<file path="config.mk">
export PLATFORM = sky130hd
export DESIGN_NAME = eth_latency_measurer_rx
export DESIGN_NICKNAME = d
export VERILOG_FILES = /design/src/rtl/eth_latency_measurer_rx.sv
export SDC_FILE = /design/constraint.sdc
export NUM_CORES = 1
export LEC_CHECK = 0
export CORE_MARGIN = 2
export CORE_UTILIZATION = 35
export CTS_CLUSTER_SIZE = 10
export DETAILED_ROUTE_END_ITERATION = 8
export PLACE_DENSITY = 0.67
export SLEW_MARGIN = 40
export SYNTH_ARGS = -nofsm -noshare
export SYNTH_HDL_FRONTEND = slang
export SYNTH_SLANG_ARGS = --single-unit
</file>
<file path="constraint.sdc">
create_clock -name clk -period 4.3 [get_ports clk]
set_clock_uncertainty 0.15 [all_clocks]
set_input_delay 0.43 -clock clk [delete_from_list [all_inputs] [get_ports clk]]
set_output_delay 0.43 -clock clk [all_outputs]
set_load 0.005 [all_outputs]
</file>
<file path="src/rtl/eth_latency_measurer_rx.sv">
// Receive-side parser for latency-measurement ICMP echo frames.
// Byte-wide AXI-Stream input. The block checks the Ethernet/IPv4/ICMP headers
// against the configured addresses and the expected ICMP type. For each
// accepted frame it reports the IP identification, ICMP identifier and ICMP
// sequence fields.
module eth_latency_measurer_rx #(
    parameter int C_MODE = 0
) (
    input  logic        clk,
    input  logic        rst,
    output logic        rx_begin,
    input  logic [47:0] mac_addr_local,
    input  logic [47:0] mac_addr_remote,
    input  logic [31:0] ip_addr_local,
    input  logic [31:0] ip_addr_remote,
    output logic        rx_valid,
    output logic [15:0] rx_frame_id,
    output logic [15:0] rx_log_id,
    output logic [15:0] rx_ping_id,
    input  logic [7:0]  s_axis_tdata,
    input  logic        s_axis_tuser,
    input  logic        s_axis_tlast,
    input  logic        s_axis_tvalid
);

    typedef enum logic {ST_HEADER, ST_PAYLOAD} state_t;

    localparam logic [15:0] HDR_LAST  = 16'd41;
    localparam logic [15:0] CHK_BYTES = 16'd36;
    localparam logic [7:0]  ICMP_TYPE = (C_MODE != 0) ? 8'h08 : 8'h00;

    // One bit per header byte 0..35, MSB = byte 0. A set bit means the byte is compared.
    localparam logic [35:0] CHK_MASK = 36'b111111111111_111_0_11_00000_1_00_1111111111;

    state_t      state;
    logic [15:0] count;
    logic        match;
    logic [15:0] frame_cap, log_cap, ping_cap;
    logic [15:0] frame_nxt, log_nxt, ping_nxt;
    logic        byte_ok, match_nxt, accept;
    logic [287:0] tmpl, tmpl_sh;
    logic [35:0]  mask_sh;

    // Expected header bytes 0..35. Wildcard positions are zero and are masked out.
    assign tmpl = {mac_addr_local, mac_addr_remote, 16'h0800, 8'h45, 8'h00, 16'h001C,
                   40'h0, 8'h01, 16'h0, ip_addr_remote, ip_addr_local, ICMP_TYPE, 8'h00};

    // Shift the current byte's template and mask slot to the top.
    // This avoids a variable-index select.
    assign tmpl_sh = tmpl << {count[5:0], 3'b000};
    assign mask_sh = CHK_MASK << count[5:0];

    // Compare the current header byte against the template when it is a checked position.
    always_comb begin
        byte_ok = 1'b1;
        if (state == ST_HEADER && count < CHK_BYTES && mask_sh[35] &&
            s_axis_tdata != tmpl_sh[287:280])
            byte_ok = 1'b0;
    end

    // Shift captured header fields. This path also feeds the outputs, so byte 41 lands
    // even when it carries tlast.
    always_comb begin
        frame_nxt = frame_cap;
        log_nxt   = log_cap;
        ping_nxt  = ping_cap;
        if (s_axis_tvalid && state == ST_HEADER) begin
            case (count)
                16'd18, 16'd19: frame_nxt = {frame_cap[7:0], s_axis_tdata};
                16'd38, 16'd39: log_nxt   = {log_cap[7:0], s_axis_tdata};
                16'd40, 16'd41: ping_nxt  = {ping_cap[7:0], s_axis_tdata};
                default: ;
            endcase
        end
    end

    assign match_nxt = match & byte_ok & ~s_axis_tuser;
    assign accept    = s_axis_tvalid & s_axis_tlast & (count >= HDR_LAST) & match_nxt;
    assign rx_begin  = s_axis_tvalid & (state == ST_HEADER) & (count == 16'd0);

    // Frame walker: byte index, match tracking, header/payload state and result outputs.
    always_ff @(posedge clk or posedge rst) begin
        if (rst) begin
            state       <= ST_HEADER;
            count       <= '0;
            match       <= 1'b1;
            frame_cap   <= '0;
            log_cap     <= '0;
            ping_cap    <= '0;
            rx_valid    <= 1'b0;
            rx_frame_id <= '0;
            rx_log_id   <= '0;
            rx_ping_id  <= '0;
        end else begin
            rx_valid <= 1'b0;
            if (s_axis_tvalid) begin
                frame_cap <= frame_nxt;
                log_cap   <= log_nxt;
                ping_cap  <= ping_nxt;
                if (s_axis_tlast) begin
                    count <= '0;
                    match <= 1'b1;
                    state <= ST_HEADER;
                    if (accept) begin
                        rx_valid    <= 1'b1;
                        rx_frame_id <= frame_nxt;
                        rx_log_id   <= log_nxt;
                        rx_ping_id  <= ping_nxt;
                    end
                end else begin
                    if (count != 16'hFFFF)
                        count <= count + 16'd1;
                    match <= match_nxt;
                    if (state == ST_HEADER && count == HDR_LAST)
                        state <= ST_PAYLOAD;
                end
            end
        end
    end

endmodule

</file>
# == Word level (Yosys, flattened, before mapping) ==
# Cells that the tools add are included.
# word_totals
reg_bits,115
# op_classes
eq_ne,8
n_shift,2
add_sub_neg,1
n_lt_le_gt_ge,2
n_bitwise,9
n_reduce_logical,14
n_mux,15
# op_table
op,count
288-bit by 9-bit left shift with 288-bit output,1
16-bit 2-to-1 mux,8
16-bit by 6-bit == test with 1-bit output (second input constant),4
36-bit by 6-bit left shift with 36-bit output (first input constant),1
16-bit by 5-bit == test with 1-bit output (second input constant),2
16-bit by 1-bit adder with 16-bit output (second input constant),1
16-bit by 6-bit greater-or-equal comparator with 1-bit output (second input constant),1
16-bit logical NOT,1
16-bit by 6-bit < comparator with 1-bit output (second input constant),1
16-bit != test (second input constant),1
8-bit != test,1
1-bit AND,7
1-bit 2-to-1 mux,7
2-bit OR reduction,3
1-bit logical AND,5
2-bit AND reduction,2
2-bit nonzero test,2
3-bit AND reduction,1
1-bit inverter,2

# == Logic depth before layout (Yosys ltp) ==
# Gate-level depths: netlist (run 1).
# logic_depth
ltp_word,11
mapped_depth,13

# == Worst setup path after synthesis (run 1) ==
# No wires, ideal clock.
# synth_path
path_type,register to register
startpoint,register count[0]
endpoint,register rx_ping_id[10]
stages_incl_launch_ff,14
setup_slack_ns,1.137
period_less_slack_ns,3.163
arrival_time_ns,2.888
n_path_buf,6
cell_sequence,dfrtp_1 -> buf_6 -> buf_4 -> buf_2 -> buf_2 -> inv_1 -> ha_1 -> a21oi_1 -> o21ai_0 -> a311o_1 -> inv_1 -> buf_2 -> buf_2 -> mux2_2
# synth_between
elab_chain_len,9
word_cells_on_any_way,19
cone_classes,order compare: 2; eq/ne: 3; shift: 2; mux: 3; bitwise: 4; reduce/logical: 5
# synth_rtl
item,line_no,text
from (decl),36,logic [15:0] count;
from (signal assigned),112,count <= count + 16'd1;
"parallel branches: the longest is 9 deep, another holds 288-bit by 9-bit left shift with 288-bit output",n/a,
to (signal assigned),108,rx_ping_id <= ping_nxt;
to (decl),19,"output logic [15:0] rx_ping_id,"
# Several ways; the timed one is not identified.
# A chain may end at the register's enable or synchronous reset.

# == Final worst setup path (run 1) ==
# layout_path
startpoint,register count[0]
endpoint,register match
# layout_between
elab_chain_len,8
word_cells_on_any_way,11
cone_classes,order compare: 1; eq/ne: 1; shift: 2; mux: 2; bitwise: 2; reduce/logical: 3
# layout_rtl
item,line_no,text
"parallel branches: the longest is 3 deep, another holds 288-bit by 9-bit left shift with 288-bit output",n/a,
1-bit logical AND (*),56,if (state == ST_HEADER && count < CHK_BYTES && mask_sh[35] &&
1-bit 2-to-1 mux (*),56,
1-bit AND (*) (2 in a row),77,assign match_nxt = match & byte_ok & ~s_axis_tuser;
1-bit 2-to-1 mux (*),100,if (s_axis_tlast) begin
to (signal assigned),113,match <= match_nxt;
to (decl),37,logic match;
# Every way passes the cells marked *.

==> results_dict.tcl, run 1 <==
set metrics [dict create \
    via_count 4989 \
    drc 0 \
    die_h_um 139 \
    htreeDepth 4 \
    synth_edf_count 0 \
    wl_um 19600 \
    wl_per_cell_um 20.6 \
    syn_area_per_cell_um2 12.8 \
    r2r_end "match" \
    initial_utilization 0.355 \
    synth-compound-area-share 0.0596 \
    max_freq_mhz 305 \
    synth_cells 496 \
    max_slew_margin 0.463 \
    layout.cells.non_filler 954 \
    stdcell_area_mm2 0.00929 \
    grt_usage 0.210 \
    synth_cell_types 57 \
    rows 49 \
    insertion_delay_ns 0.41 \
    viasPerCell 5.23 \
    slew_viol_final 0 \
    synth_fp_nets 675 \
    cts_sinks 115 \
    place_inst 922 \
    tns_ns 0 \
    ant_nets 0 \
    status "finished, final reports clean" \
    critPathKind "reg -> reg" \
    syn2layout_area_growth_pct 46.5 \
    rsz0062_at_grt "false" \
    grt_overflow 0 \
    synth_top_family_by_area "multiplexers" \
    worst_r2r_path_depth 8 \
    synth_top_cell_area_share 0.450 \
    post_cts_buffers 0 \
    core_mm2 0.0178 \
    gp_congestion 0.961 \
    setup_viol 0 \
    n_antenna_cell 0 \
    synthMuxAreaShare 0.314 \
    finalHoldViolCount 0 \
    port_buffers 222 \
    grt_pass1_wl_um 31100 \
    dieArea_mm2 0.0192 \
    async_flop_share 1.00 \
    p_per_area_mw_per_mm2 329 \
    r2r_setup_slack_ns 1.02 \
    drtIter0Drc 310 \
    synth.area.top_cells "dfrtp_1 45%, mux2_2 18%, mux4_2 6.0%" \
    drive_above_1_share 0.234 \
    die_x_um 139 \
    clockRootBuffer "clkbuf_16" \
    synth-seq-cells 115 \
    tightest_slew_ns 0.806 \
    ys_seq_area_frac 0.454 \
    first_global_vias 5574 \
    power.ir.vdd_worst_v 0.000285 \
    antenna_found_initial 0 \
    synth_top_area_cell "dfrtp_1" \
    worstSetupEndpointType "flip-flop" \
    io_pins 223 \
    synth_area_mm2 0.00634 \
    synth-adder-area-share 0.0118 \
    cts_inserted_buffers 17 \
    grt_max_degree 49 \
    placed_area_mm2 0.00869 \
    drt_pass1_iterations 4 \
    cts_tree "yes" \
    cts_buffer_depth 2 \
    synth_ff_type "dfrtp_1" \
    hpwl_um 14900 \
    leakagePower_nw 4.02 \
    crit_required_ns 4.49 \
    cts_hold_buf 0 \
    period_minus_slack_ns 3.28 \
    reg2reg_from "count[0]" \
    path_max_fanout 36 \
    num-nets-final 891 \
    ys.warnings.count 0 \
    synthXorXnorAreaFrac 0.0290 \
    startpoint_type "flip-flop" \
    maxCapViolCount 0 \
    synthSimpleGateAreaFrac 0.0907 \
    worstPathArrival_ns 3.47 \
    cts_resized 0 \
    finalCritPeriodShare 0.763 \
    clkTransAtPathRegs_ns 0.06 \
    hold_class "in -> async" \
]
[synth_stat cells, types with 4 or more instances]
master	number
dfrtp_1	114
o21ai_0	6
and3_1	6
buf_4	6
xor2_1	11
buf_6	4
nor2_1	32
a21oi_1	13
xnor2_1	10
nand3_1	10
nand2b_1	5
mux4_1	8
buf_2	11
clkbuf_1	10
nand2_1	17
nor2b_1	6
inv_1	8
ha_1	6
mux2_2	100
o221ai_1	6
and4_1	4
mux4_2	17
mux2i_1	26
nand4_1	7
[state kept, by name (all words and copies together) (netlist names)]
name and flops:
count 16, frame_cap 16, log_cap 16, match 1, ping_cap 16, rx_frame_id 16, rx_log_id 16, rx_ping_id 16
rx_valid 1, state 1
[metal layers]
layer  GRT usage  up-vias  part of all wire
li1            -     2282                 -
met1       0.276     2533              0.43
met2       0.349      146              0.50
met3      0.0535       28             0.057
met4      0.0537        0             0.016
met5           0        -                 0
[logic make-up (layout without fill, tap and decap cells)]
family          after synthesis  in the layout
fa+ha+maj                     6              6
simple gates                108            108
mux                         152            152
xor+xnor                     21             21
flops                       115            115
buf+inv                      42            271
compound gates               52             52
[power by group]
group / total (W) / leakage, nW / internal [W] / switching [W]
sequential: 0.00112 / 1.60 / 0.00110 / 0.0000263
clock: 0.00141 / 0.284 / 0.000867 / 0.000543
combinational: 0.000520 / 2.13 / 0.000301 / 0.000220
[final cells by class]
cell class | instances | area (um^2)
clock buffer | 17 | 425
clock inverter | 15 | 169
fill | 1497 | 8550
inverter | 9 | 36.3
multi-input combinational | 339 | 3210
sequential | 115 | 2880
tap | 229 | 287
timing repair buffer | 230 | 2280
[worst max-delay path: stages (launching register included)]
cell and delay, ns:
dfrtp_4 0.73, buf_4 0.57, mux4_1 0.64, nor2_1 0.16, o32ai_1 0.12, a211oi_1 0.37
xnor2_1 0.17, nor3_1 0.06, a31o_1 0.21
[worst max-delay path by stage]
stage                  start       end  cells after the start
floorplan                rst  count[0]                      1
CTS                 count[0]     match                      8
global placement    count[0]     match                      8
detailed placement  count[0]     match                      8
finish              count[0]     match                      8
global route        count[0]     match                      8
[cells in the final DEF (no fill, tap or decap), types with 6 or more instances in the layout]
cell type        synthesis  routed
ha_1                     6       6
mux4_2                  17      17
nand2_1                 17      17
a21oi_1                 13      13
inv_6                    0       6
mux2i_1                 26      26
clkdlybuf4s50_1          0     222
inv_1                    8       6
dfrtp_1                114     113
xor2_1                  11      11
nand3_1                 10      10
o221ai_1                 6       6
xnor2_1                 10      10
nand4_1                  7       7
nor2_1                  32      32
buf_4                    6       8
o21ai_0                  6       6
mux2_2                 100     100
nor2b_1                  6       6
clkbuf_16                0      17
mux4_1                   8       8
[metrics by stage]
step           hold WS (ns)  worst slack [ns]  power, W  utilization
6_report              0.298              1.02   0.00305        0.521
5_1_grt               0.353             0.826   0.00318        0.521
4_1_cts               0.313             0.981   0.00308        0.521
3_5_place_dp          0.334             0.989   0.00166        0.487
3_3_place_gp          0.327              1.11   0.00166        0.487
2_1_floorplan         0.318             0.678   0.00142            -
Power figures use the tool's default switching activity.
==> run 2, diff against run 1 <==
PLACE_DENSITY = 0.69   (was 0.67)
clock period = 3 ns   (was 4.3 ns; I/O delays follow)
==> run 2 against run 1 <==
  * Worst hold slack got worse by 0.14 ns
  * Sequential share of layout area decreased by 0.49 points
  * Count of clock-buffer cells in the layout increased by 2
  * Final cell count increased by 0.84%
  * Die area unchanged
  * Total power increased by 46%
  * Combinational power increased by 49%
  * Non-clock buffer count increased by 8
  * Critical endpoint is now rx_begin
  * Largest cell class unchanged
==> results_dict.tcl, run 2 (synthesis results as in run 1) <==
set metrics [dict create \
    status "finished, final reports clean" \
    cts_hold_buf 0 \
    power.ir.vdd_worst_v 0.000407 \
    finalHoldViolCount 0 \
    tightest_slew_ns 0.593 \
    hold_class "in -> async" \
    drtIter0Drc 257 \
    die_x_um 139 \
    rows 49 \
    insertion_delay_ns 0.41 \
    max_freq_mhz 350 \
    clkTransAtPathRegs_ns 0.06 \
    cts_resized 0 \
    period_minus_slack_ns 2.86 \
    via_count 4962 \
    path_max_fanout 3 \
    gp_congestion 0.889 \
    cp_cell_sequence "nor4_2 -> and3_1 -> nand2_1 -> nor2_1 -> and4_1 -> clkdlybuf4s50_1" \
    critPathKind "reg -> out" \
    dieArea_mm2 0.0192 \
    placed_area_mm2 0.00881 \
    tns_ns 0 \
    grt_pass1_wl_um 30800 \
    crit_required_ns 2.55 \
    p_per_area_mw_per_mm2 472 \
    highest_layer "met4" \
    wl_met3_um 1160 \
    initial_utilization 0.355 \
    grt_max_degree 50 \
    htreeDepth 4 \
    drt_pass1_iterations 4 \
    cts_buffer_depth 2 \
    grt_overflow 0 \
    port_buffers 222 \
    rsz0062_at_grt "false" \
    setup_viol 0 \
    leakagePower_nw 4.08 \
    cts_inserted_buffers 17 \
    cpPeakStageDelay_ns 0.52 \
    hpwl_um 15300 \
    cts_sinks 115 \
    core_mm2 0.0178 \
    final_cell_mix "222 x clkdlybuf4s50_1, 113 x dfrtp_1, 100 x mux2_2" \
    max_slew_margin 0.604 \
    worstPathArrival_ns 2.41 \
    ant_nets 0 \
    drive_above_1_share 0.244 \
    antenna_found_initial 0 \
    slew_viol_final 0 \
    drc 0 \
    viasPerCell 5.16 \
    io_pins 223 \
    met1_length_um 8110 \
    clockRootBuffer "clkbuf_16" \
    cts_tree "yes" \
    num-nets-final 899 \
    finalCritPeriodShare 0.952 \
    worstSetupEndpointType "output port" \
    syn2layout_area_growth_pct 48.8 \
    wl_um 19600 \
    grt_usage 0.206 \
    dr_wl_met2_um 10100 \
    die_h_um 139 \
    first_global_vias 5460 \
    stdcell_area_mm2 0.00944 \
    maxCapViolCount 0 \
    startpoint_type "flip-flop" \
    layout_commonest_cell "clkdlybuf4s50_1" \
    n_antenna_cell 0 \
    wl_per_cell_um 20.4 \
    post_cts_buffers 0 \
    slowest_stage "clkdlybuf4s50_1" \
]
run 2: per-stage QoR:
stage / utilization / total power [W] / hold WS, ns / std cells / setup slack (ns)
2_1_floorplan: - / 0.00204 / 0.314 / 496 / 0.0328
3_3_place_gp: 0.494 / 0.00239 / 0.327 / 930 / 0.236
3_5_place_dp: 0.494 / 0.00240 / 0.334 / 930 / 0.191
4_1_cts: 0.529 / 0.00449 / 0.164 / 962 / 0.0944
5_1_grt: 0.529 / 0.00464 / 0.200 / 962 / 0.0406
6_report: 0.529 / 0.00445 / 0.161 / 962 / 0.144
run 2: layout make-up:
class	instances	area (um^2)
sequential	115	2880
clock inverter	13	171
timing repair buffer	238	2390
clock buffer	19	453
multi-input combinational	339	3220
inverter	9	37.5
tap	229	287
fill	1458	8400
run 2: final timing paths:
kind / slack, ns / endpoint / depth (start not counted) / start
setup / recovery: 0.14 / rx_begin / 6 / count[9]
hold / removal: 0.16 / rx_frame_id[4] / 2 / rst
setup reg to reg: 0.19 / match / 7 / count[0]
hold reg to reg: 0.34 / frame_cap[9] / 1 / frame_cap[9]
max in group asynchronous: 1.88 / match / 3 / rst
min in group clk: 0.34 / frame_cap[9] / 1 / frame_cap[9]
run 2: critical path, delay by kind of cell, from the launching register on:
| family | cells | cell delay, ns |
|---|---|---|
| buffers and inverters | 1 | 0.52 |
| flip-flops | 1 | 0.41 |
| AND/OR/NAND/NOR | 5 | 1.07 |
run 2: layer usage:
metal  track usage  vias up
li1              -     2305
met1         0.259     2491
met2         0.357      150
met3        0.0580       16
met4        0.0404        0
met5             0        -
run 2: power breakdown:
part	internal, W	switching [W]
clock	0.00136	0.000715
sequential	0.00157	0.0000279
combinational	0.000448	0.000328
total	0.00338	0.00107
==> run 3, diff against run 2 <==
--- a/constraint.sdc
+++ b/constraint.sdc
@@ -4,2 +4,2 @@
 set_output_delay 0.3 -clock clk [all_outputs]
-set_load 0.005 [all_outputs]
+set_load 0.01 [all_outputs]
==> run 3 against run 2 <==
  * Count of clock-buffer cells in the layout decreased by 2
  * Via count increased by 1.9%
  * Sequential share of layout area about the same
  * Register-to-register slack about the same
  * Fmax decreased by 0.96%
  * Wire length increased by 2.3%
  * Clock power decreased by 3%
  * Global-route usage increased by 0.77 points
==> results_dict.tcl, run 3 (synthesis results as in run 1) <==
set metrics [dict create \
    status "finished, final reports clean" \
    initial_utilization 0.355 \
    via_count 5055 \
    worstPathArrival_ns 2.43 \
    clockRootBuffer "clkbuf_16" \
    maxCapViolCount 0 \
    worst_slack_ns 0.116 \
    p_per_area_mw_per_mm2 466 \
    io_pins 223 \
    cts_sinks 115 \
    port_buffers 222 \
    setup_viol 0 \
    grt_usage 0.213 \
    htreeDepth 4 \
    clkTransAtPathRegs_ns 0.06 \
    internal_power_w 0.00327 \
    cts_tree "yes" \
    crit_required_ns 2.55 \
    power.ir.vdd_worst_v 0.000494 \
    slew_viol_final 0 \
    gp_congestion 0.916 \
    cp_cell_sequence "nor4_2 -> and3_1 -> nand2_1 -> nor2_1 -> and4_2 -> clkdlybuf4s50_1" \
    viasPerCell 5.22 \
    wl_per_cell_um 20.7 \
    antenna_found_initial 0 \
    num-nets-final 906 \
    grt_max_degree 50 \
    grt_pass1_wl_um 31800 \
    die_h_um 139 \
    final_cell_mix "222 x clkdlybuf4s50_1, 113 x dfrtp_1, 100 x mux2_2" \
    drive_above_1_share 0.254 \
    finalCritPeriodShare 0.961 \
    layout_commonest_cell "clkdlybuf4s50_1" \
    p_seq_frac 0.364 \
    sw_frac_of_total 0.257 \
    finalPower_w 0.00440 \
    ant_nets 0 \
    worst_r2r_path_depth 7 \
    finalHoldViolCount 0 \
    drtIter0Drc 260 \
    hold_class "in -> async" \
    tightest_slew_ns 0.674 \
    clkPwrFrac 0.458 \
    period_minus_slack_ns 2.88 \
    power_switching_w 0.00113 \
    drt_pass1_iterations 5 \
    cpPeakStageDelay_ns 0.55 \
    max_slew_margin 0.550 \
    startpoint_type "flip-flop" \
    post-place-ws_ns 0.209 \
    rows 49 \
    wl_um 20000 \
    n_fill_cell 1495 \
    worstSetupEndpointType "output port" \
    die_x_um 139 \
    cts_buffer_depth 2 \
    leakagePower_nw 4.11 \
    hpwl_um 15700 \
    n_antenna_cell 0 \
    core_mm2 0.0178 \
    first_global_vias 5609 \
    grt_overflow 0 \
    combPwrFrac 0.178 \
    path_max_fanout 3 \
    cts_hold_buf 0 \
    critPathKind "reg -> out" \
    cts_inserted_buffers 17 \
    syn2layout_area_growth_pct 48.9 \
    dieArea_mm2 0.0192 \
    stdcell_area_mm2 0.00945 \
    placed_area_mm2 0.00882 \
    slowest_stage "clkdlybuf4s50_1" \
    insertion_delay_ns 0.40 \
    tns_ns 0 \
    drc 0 \
    max_freq_mhz 347 \
]
==> run 3: cell types whose count changed in the layout (fill, tap and decap cells not counted), sizes merged <==
| cell | change |
|---|---|
| clkinvlp | -4 |
| inv | +4 |
| clkinv | +3 |
| bufinv | -1 |
| buf | +7 |
| clkbuf | -2 |
==> run 3: final timing paths <==
kind	from	endpoint	slack (ns)
max reg2reg	count[2]	match	0.19
min reg2reg	frame_cap[11]	frame_cap[11]	0.34
min	rst	rx_frame_id[4]	0.19
max	count[9]	rx_begin	0.12
max in group asynchronous	rst	rx_ping_id[1]	1.84
min in group clk	frame_cap[11]	frame_cap[11]	0.34
==> run 3: cell type report <==
cell class | instances | area, um^2 | share of cell area
clock inverters | 15 | 171 | 0.0181
repair buffers | 245 | 2420 | 0.256
multi-input cells | 339 | 3220 | 0.341
clock buffers | 17 | 425 | 0.0450
flip-flops and latches | 115 | 2880 | 0.305
well taps | 229 | 287 | 0.0303
inverters | 9 | 37.5 | 0.00397
==> run 3: critical path, delay by kind of cell, from the launching register on <==
family / cells / cell delay [ns]
buf+inv: 1 / 0.55
flops: 1 / 0.41
simple gates: 5 / 1.08
==> run 3: timing repair <==
action,CTS,global route
endpoints found under the hold margin,0,0
setup buffers,0,2
setup endpoints to repair,0,2
resized for setup,0,4
==> run 3: power by group through the flow <==
stage / clock, W / combinational [W] / sequential, W
2_1_floorplan: 0 / 0.000432 / 0.00161
3_3_place_gp: 0 / 0.000769 / 0.00163
3_5_place_dp: 0 / 0.000776 / 0.00163
4_1_cts: 0.00205 / 0.000781 / 0.00160
5_1_grt: 0.00213 / 0.000839 / 0.00161
6_report: 0.00201 / 0.000784 / 0.00160
==> run 3: stage by stage <==
| stage | hold WS, ns | std cells | util |
|---|---|---|---|
| after floorplan | 0.314 | 496 | - |
| after global placement | 0.327 | 935 | 0.494 |
| after detailed placement | 0.335 | 935 | 0.494 |
| after CTS | 0.212 | 967 | 0.528 |
| after global routing | 0.243 | 969 | 0.529 |
| final | 0.191 | 969 | 0.529 |
==> run 3: layer usage <==
| layer | global-route usage | share of wire |
|---|---|---|
| met2 | 0.366 | 0.51 |
| met4 | 0.0521 | 0.014 |
| met1 | 0.280 | 0.42 |
| met5 | 0 | 0 |
| met3 | 0.0442 | 0.053 |
